[src/rtl/demux4_pkg.sv]
// Shared constants and FSM encoding for the 1-to-4 stream demultiplexer.
package demux4_pkg;
    localparam int NUM_OUT = 4;
    localparam int SEL_W   = 2;

    typedef enum logic {
        IDLE   = 1'b0,
        LOCKED = 1'b1
    } state_t;
endpackage

[src/rtl/demux_out_slot.sv]
// One registered output slot: holds a single beat until its consumer takes it.
module demux_out_slot #(
    parameter int DATA_W = 8
) (
    input  logic              clk,
    input  logic              rst_n,
    input  logic              i_load,
    input  logic [DATA_W-1:0] i_data,
    input  logic              i_last,
    input  logic              i_ready,
    output logic              o_valid,
    output logic [DATA_W-1:0] o_data,
    output logic              o_last
);
    logic              r_valid;
    logic [DATA_W-1:0] r_data;
    logic              r_last;

    // A load in the same cycle as a drain takes precedence so a channel sustains one beat per cycle.
    always_ff @(posedge clk or negedge rst_n) begin
        if (!rst_n) begin
            r_valid <= 1'b0;
            r_data  <= '0;
            r_last  <= 1'b0;
        end else if (i_load) begin
            r_valid <= 1'b1;
            r_data  <= i_data;
            r_last  <= i_last;
        end else if (r_valid && i_ready) begin
            r_valid <= 1'b0;
        end
    end

    assign o_valid = r_valid;
    assign o_data  = r_data;
    assign o_last  = r_last;
endmodule

[src/rtl/demux4_stream.sv]
// 1-to-4 packet demultiplexer: the first beat's in_sel picks the channel for the whole packet.
module demux4_stream
    import demux4_pkg::*;
#(
    parameter int DATA_W = 8,
    parameter int CNT_W  = 8
) (
    input  logic                      clk,
    input  logic                      rst_n,
    input  logic                      in_valid,
    output logic                      in_ready,
    input  logic [DATA_W-1:0]         in_data,
    input  logic [SEL_W-1:0]          in_sel,
    input  logic                      in_last,
    output logic [NUM_OUT-1:0]        out_valid,
    input  logic [NUM_OUT-1:0]        out_ready,
    output logic [NUM_OUT*DATA_W-1:0] out_data,
    output logic [NUM_OUT-1:0]        out_last,
    output logic                      busy,
    input  logic                      cnt_clr,
    output logic [NUM_OUT*CNT_W-1:0]  pkt_cnt
);
    state_t           r_state;
    state_t           w_state_nxt;
    logic [SEL_W-1:0] r_lock_sel;
    logic [SEL_W-1:0] w_lock_nxt;
    logic [SEL_W-1:0] w_target;
    logic             w_accept;

    // Target mux kept outside the FSM process so in_ready has no loop through next-state logic.
    assign w_target = (r_state == LOCKED) ? r_lock_sel : in_sel;
    assign in_ready = !out_valid[w_target] || out_ready[w_target];
    assign w_accept = in_valid && in_ready;
    assign busy     = (r_state == LOCKED);

    always_ff @(posedge clk or negedge rst_n) begin
        if (!rst_n) begin
            r_state    <= IDLE;
            r_lock_sel <= '0;
        end else begin
            r_state    <= w_state_nxt;
            r_lock_sel <= w_lock_nxt;
        end
    end

    always_comb begin
        w_state_nxt = r_state;
        w_lock_nxt  = r_lock_sel;
        case (r_state)
            IDLE: begin
                if (w_accept && !in_last) begin
                    w_state_nxt = LOCKED;
                    w_lock_nxt  = in_sel;
                end
            end
            LOCKED: begin
                if (w_accept && in_last) begin
                    w_state_nxt = IDLE;
                end
            end
            default: w_state_nxt = IDLE;
        endcase
    end

    for (genvar k = 0; k < NUM_OUT; k++) begin : g_chan
        logic             w_load;
        logic [CNT_W-1:0] r_cnt;

        assign w_load = w_accept && (w_target == SEL_W'(k));

        demux_out_slot #(.DATA_W(DATA_W)) u_slot (
            .clk     (clk),
            .rst_n   (rst_n),
            .i_load  (w_load),
            .i_data  (in_data),
            .i_last  (in_last),
            .i_ready (out_ready[k]),
            .o_valid (out_valid[k]),
            .o_data  (out_data[k*DATA_W +: DATA_W]),
            .o_last  (out_last[k])
        );

        // Clear beats a coincident packet completion; the counter wraps naturally.
        always_ff @(posedge clk or negedge rst_n) begin
            if (!rst_n) begin
                r_cnt <= '0;
            end else if (cnt_clr) begin
                r_cnt <= '0;
            end else if (w_load && in_last) begin
                r_cnt <= r_cnt + 1'b1;
            end
        end

        assign pkt_cnt[k*CNT_W +: CNT_W] = r_cnt;
    end
endmodule

[config.mk]
export PLATFORM = sky130hd
export DESIGN_NAME = demux4_stream
export DESIGN_NICKNAME = d
export VERILOG_FILES = /design/src/rtl/demux4_pkg.sv /design/src/rtl/demux_out_slot.sv /design/src/rtl/demux4_stream.sv
export SDC_FILE = /design/constraint.sdc
export NUM_CORES = 1
export LEC_CHECK = 0
export ABC_AREA = 1
export CORE_UTILIZATION = 50
export CTS_CLUSTER_DIAMETER = 150
export DETAILED_ROUTE_END_ITERATION = 8
export PLACE_DENSITY = 0.77
export SYNTH_ARGS = -nofsm -noshare
export SYNTH_HDL_FRONTEND = slang
export SYNTH_SLANG_ARGS = --single-unit
[constraint.sdc]
create_clock -name clk -period 1.8 [get_ports clk]
set_input_delay 0.18 -clock clk [delete_from_list [all_inputs] [get_ports clk]]
set_output_delay 0.18 -clock clk [all_outputs]
set_load 0.01 [all_outputs]
==> summary.md <==
| Metric | Value |
|---|---|
| Port Buf Inserts | 92 |
| Site Rows | 31 |
| Clk_skew | around 9.1 ps |
| Clk_lat worst skew | around 340 ps |
| Tmin final | 1741 ps |
| DRT iter0 DRCs | ~180 |
| Cells after synthesis | 439 |
| Pins Over Slew Limit | 0 |
| CTS Buffer Depth | 2 |
| Layout Nets | 575 |
| Fraction of layout instances using a drive strength above 1 | 18.85% |
| Die Y | 90.38 um |
| GPL Wtd Cong | 0.8397 |
| Power per cell area | 1365 mW/mm2 |
| CTS sink count | 75 |
| Via count | 3351 |
| TritonRoute pass-1 iters | 4 |
| Worst Path Max Fanout | 6 |
| Most frequent cells after synthesis | nand2_1 (127), dfrtp_1 (75), nand3_1 (40), nor2_1 (37), inv_1 (28) |
| Synth Net Count | 462 |
| Area growth syn-to-layout | 36.08% |
| Number of synthesized register bits | 75 |
| Max-slew headroom | 80.12% |
| CTS tree | yes |
| WL/cell | 14.43 um |
| Vias in the first global route | 3303 |
| DRC Markers | 0 |
| CTS Buf Count | 9 |
| Crit path arrival time | 1560 ps |
| Avg Cell Area, Syn | around 9 um2 |
| Global-route wire length before repair | between 15000 and 20000 um |
| Hold Path Class | primary input to asynchronous set/reset pin |
| Root Buffer | clkbuf_8 |
| Count leader, synth | nand2_1 |
| Vias per cell | 5.108 |
| R2R Setup Slk | 60 ps |
| Post-synth cell types | 34 |
| Share of synthesized registers carrying an async set or reset | 100.0% |
| Post-synthesis sequential area ratio | ~48% |
| Post-synth EDFFs | 0 |
| Yosys top cell by area | dfrtp_1 |
| Crit end category | primary output |
| Fmax achieved | about 570 MHz |
| Synth Warn # | 0 |
| Setup_tns | 0 ps |
| Clk pin slew, worst setup/hold paths | ~90 ps |
| Area of the core | approximately 0.0074 mm2 |
| Grt total ovfl | 0 |
| Req. time, crit path | 1620 ps |
| Critical path startpoint category | flop |
| Peak VDD IR | ~0.00087 V |
| R2r worst-path depth | 12 |
| Final Setup Violations | 0 |
| Top post-synthesis cells by area | dfrtp_1 (48%), nand2_1 (12%), nand3_1 (5.1%) |
| Initial core utilization | 52.71% |
| Setup CP Type | flop to primary output |
| Leak | 2.508 nW |
| CTS H-tree lvls | 3 |
| Final Hold Violating Endpoints | 0 |
| Die width | about 90 um |
| FF-to-FF End | g_chan[0].r_cnt[2]$_DFFE_PN0P_ |
| RSZ-0062 raised after global routing | yes |
| Worst slew pin tran | 298.2 ps |
| Fin crit share | a little over nine tenths |
| Initial antenna violation count | 0 |
| Post-Syn Area | between 0.003 and 0.004 mm2 |
| ANT cells | 0 |
| # Max-Cap Violations | 0 |
| Share of the synthesized area in the top cell type | 48.06% |
| Top FF cell, synth | dfrtp_1 |
| Largest net degree at the start of global routing | 39 |
| Status | finished, final reports clean |
| Post-place instance area | a little under 0.005 mm2 |
| WL final | 9469 um |
| All-Layer GR Usage | 23.73% |
| Post-Layout Inst Area | 0.005314 mm2 |
| Dpl hpwl | approximately 6300 um |
| # IOs | 93 |
| Die area | 0.008168 mm2 |
| Final ANT Viol Nets | 0 |
==> state kept, by name, indices dropped and copies added, names as in the netlist, named ones only <==
| register | flops |
|---|---|
| g_chan.u_slot.o_last | 4 |
| g_chan.u_slot.o_data | 32 |
| g_chan.r_cnt | 32 |
| g_chan.u_slot.o_valid | 4 |
| r_lock_sel | 2 |
==> cell usage in the layout (no fill, tap or decap), drive strengths merged, types with 9 or more instances in the layout <==
cell type        n
nor2            38
buf             30
clkdlybuf4s50   90
clkbuf           9
nand4           11
nand2          150
dfrtp           75
xor2            11
o21ai           38
inv             32
nand3           41
==> how the worst max path moves through the flow <==
stage	from	end	slack, ps	depth (start not counted)
2_1_floorplan	flop	g_chan[3].u_slot.o_last$_DFFE_PN0P_	100	13
3_3_place_gp	in_sel[0]	in_ready	-160	10
3_5_place_dp	in_sel[1]	g_chan[3].r_cnt[7]$_DFFE_PN0P_	-220	13
4_1_cts	flop	in_ready	9	8
5_1_grt	flop	g_chan[0].r_cnt[2]$_DFFE_PN0P_	-30	12
6_report	flop	in_ready	60	9
==> repair_timing <==
item                                    4_1_cts  5_1_grt
hold endpoints to repair                     20        0
pin swaps                                     3        4
hold buffers                                  1        0
cloned                                        0        2
gates resized for setup                       9       14
endpoints found under the setup margin       16       43
buffers inserted                              3        4
==> critical path: stages (launching register included) <==
cell and delay, ps:
dfrtp_2 470, inv_4 100, nand2_2 60, nand2_4 100
nand2_1 60, nand2_1 80, nand2_2 60, nand2_4 80
nand2_8 80, buf_6 130
==> power by group <==
part           internal [mW]  total, mW  switching (mW)
registers               2.20       2.56           0.367
clock network          0.521       1.21           0.686
logic                   1.72       3.48            1.76
total                   4.44       7.25            2.82
==> cell type report <==
cell class	count	area [um2]
Clock buffer	9	123.9
Clock inverter	7	61.31
Fill cell	583	2095
Inverter	30	127.6
Multi-Input combinational cell	315	1827
Sequential cell	75	1878
Tap cell	99	123.9
Timing Repair Buffer	121	1172
==> cells by family after synthesis <==
| family | synth area share [%] |
|---|---|
| flip-flops | 48.06 |
| adder cells (fa/ha/maj) | 1.282 |
| AND/OR/NAND/NOR | 32.20 |
| buffers and inverters | 7.177 |
| XOR/XNOR | 3.813 |
| AO/OA/AOI/OAI | 7.466 |
==> through the flow <==
step	setup slack [ps]	util [%]	std cells	power (mW)	hold WS, ps
2_1_floorplan	98.24	-	439	4.432	-115.6
3_3_place_gp	-157.4	67.15	630	5.759	86.62
3_5_place_dp	-219.0	67.15	630	5.847	94.05
4_1_cts	8.848	70.29	650	7.118	262.5
5_1_grt	-28.33	71.73	656	7.702	270.6
6_report	59.34	71.73	656	7.253	256.9
==> layer usage <==
metal	global-route usage, %	up-vias	part of all wire (%)
li1	-	1654	-
met1	30.48	1621	44
met2	40.39	68	51
met3	5.219	8	3.8
met4	6.586	0	1.1
met5	0	-	0
(Power assumes the default switching activity.)
==> patch (same settings) <==
Reset style: synchronous (`rst_n`), changed in 3 clocked blocks.
--- a/src/rtl/demux_out_slot.sv
+++ b/src/rtl/demux_out_slot.sv
@@ -18,5 +18,5 @@
 
     // A load in the same cycle as a drain takes precedence so a channel sustains one beat per cycle.
-    always_ff @(posedge clk or negedge rst_n) begin
+    always_ff @(posedge clk) begin
         if (!rst_n) begin
             r_valid <= 1'b0;
--- a/src/rtl/demux4_stream.sv
+++ b/src/rtl/demux4_stream.sv
@@ -34,5 +34,5 @@
     assign busy     = (r_state == LOCKED);
 
-    always_ff @(posedge clk or negedge rst_n) begin
+    always_ff @(posedge clk) begin
         if (!rst_n) begin
             r_state    <= IDLE;
@@ -82,5 +82,5 @@
 
         // Clear beats a coincident packet completion; the counter wraps naturally.
-        always_ff @(posedge clk or negedge rst_n) begin
+        always_ff @(posedge clk) begin
             if (!rst_n) begin
                 r_cnt <= '0;
Formal check against the unedited RTL: differs if rst_n is asserted again (counterexample within 4 cycles, from zero or initial values and one cycle with rst_n low); with rst_n held inactive, the same outputs for 4 cycles.
==> patch against the unedited design <==
  * Sequential cell count is the same
  * Critical path type is now reg -> reg
  * First-iteration DRC count up 29%
  * Count of clock-buffer cells in the layout rose by 1
  * Synthesized area down 5.3%
  * Largest cell class is now multi-input gates
  * Cell area is 1.5% lower
  * Worst setup slack got worse by 0.032 ns
  * Routed wire length is 6.7% higher
Power is not compared: it rests on default switching activity, and its combinational part moved more than twofold at a synthesized area within 25%.
==> patch: results (changes against the unedited design) <==
stage;metric;value;unit;change
drt;M1 WL;4326;µm;+2.8%
global_route;GR met3 Demand/Resource;5.090;%;-0.13 points
drt;first-pass detailed-route iteration total;5;;+1
synthesis;largest cells by area after synthesis;dfxtp_1 41%, nand2_1 12%, inv_1 7.3%, a21oi_1 5.5%, nor2_1 5.4%;;
status;status;finished, final reports clean;;
sta;skew final;0.007105;ns;-0.002016 ns
global_route;All-Layer GR Usage;25.54;%;+1.8 points
drt;iteration-0 DRC count of the detailed router;228;;+29%
critical_path;WP data arrival;2.07;ns;+0.51 ns
global_route;number of global-route vias before repair;3209;;-2.8%
global_route;pin count of the biggest net entering global routing;43;;+10%
synthesis;post-synthesis area per instance;7.238;µm²;-19%
placed_design;DP HPWL;6790;µm;+7.8%
synthesis;Syn Nets;534;;+16%
cts;worst skew pair latency;0.36;ns;+0.02 ns
cells_and_area;non-filler cells, final;723;;+10%
cts;post-cts resize count;7;;-2
global_route;first-pass GRT wire length;15080;µm;-2.3%
synthesis;commonest cells in the netlist;118 x nand2_1, 75 x dfxtp_1, 72 x inv_1, 53 x nor2_1, 41 x a21oi_1;;
drt;routed length per instance;13.97;µm;-3.2%
placed_design;placed cells;699;;+11%
synthesis;sequential area share after synthesis;40.60;%;-7.5 points
placed_design;pre-CTS setup slack;-0.2134;ns;+0.005584 ns
cells_and_area;ratio of cells with drive above 1 in the final layout;14.51;%;-4.3 points
worst_hold_path;min-delay worst type;in -> reg;;
global_route;met1 usage;33.64;%;+3.2 points
placed_design;final RePlAce weighted congestion;0.8380;;-0.20%
synthesis;ys async rst share;0;%;-100 points
cells_and_area;Final #Nets;645;;+12%
## patch: cell types whose count changed after synthesis, moves of 16 or more
cell      unedited run  this run
dfrtp_1             75         0
dfxtp_1              0        75
inv_1               28        72
a21oi_1              3        41
nand4_1              5        23
o21bai_1             1        19
o21ai_2             17         0
nor2_1              37        53
o21ai_1             16         0
## patch: logic make-up after synthesis
group	synth area share, %
simple gates	35.18
buf+inv	12.82
flops	40.60
compound gates	9.811
fa+ha+maj	1.353
xor+xnor	0.2368
## patch: power by group
part | switching (mW) | internal [mW]
logic | 0.355 | 0.311
clock network | 0.682 | 0.693
registers | 0.0381 | 1.71
## patch: final cells by class
cell class / count / area share, %
timing repair buffer: 126 / 24.74
tap: 96 / 2.295
sequential: 75 / 28.76
inverter: 76 / 5.785
multi-input combinational: 334 / 34.40
clock inverter: 6 / 1.387
clock buffer: 10 / 2.630
## patch: worst max-delay path: stages, from the launching register on
cell,delay [ns]
dfxtp_4,0.39
inv_6,0.09
nand2_1,0.06
nand2_2,0.12
nand3_1,0.12
nand2_2,0.10
nor2_4,0.05
nand2_4,0.09
buf_6,0.13
nand3_4,0.11
buf_12,0.18
inv_6,0.07
nand2_1,0.08
a21oi_2,0.13
## patch: worst paths after layout
| check | cells past startpoint | start | endpoint |
|---|---|---|---|
| worst max-delay path | 13 | register | g_chan[0].u_slot.o_data[2]$_SDFFE_PN0P_ |
| worst min-delay path | 3 | rst_n | r_lock_sel[1]$_SDFFE_PN0P_ |
| worst max register to register | 13 | register | g_chan[0].u_slot.o_data[2]$_SDFFE_PN0P_ |
| worst min register to register | 2 | g_chan[0].u_slot.o_data[1]$_SDFFE_PN0P_ | g_chan[0].u_slot.o_data[1]$_SDFFE_PN0P_ |
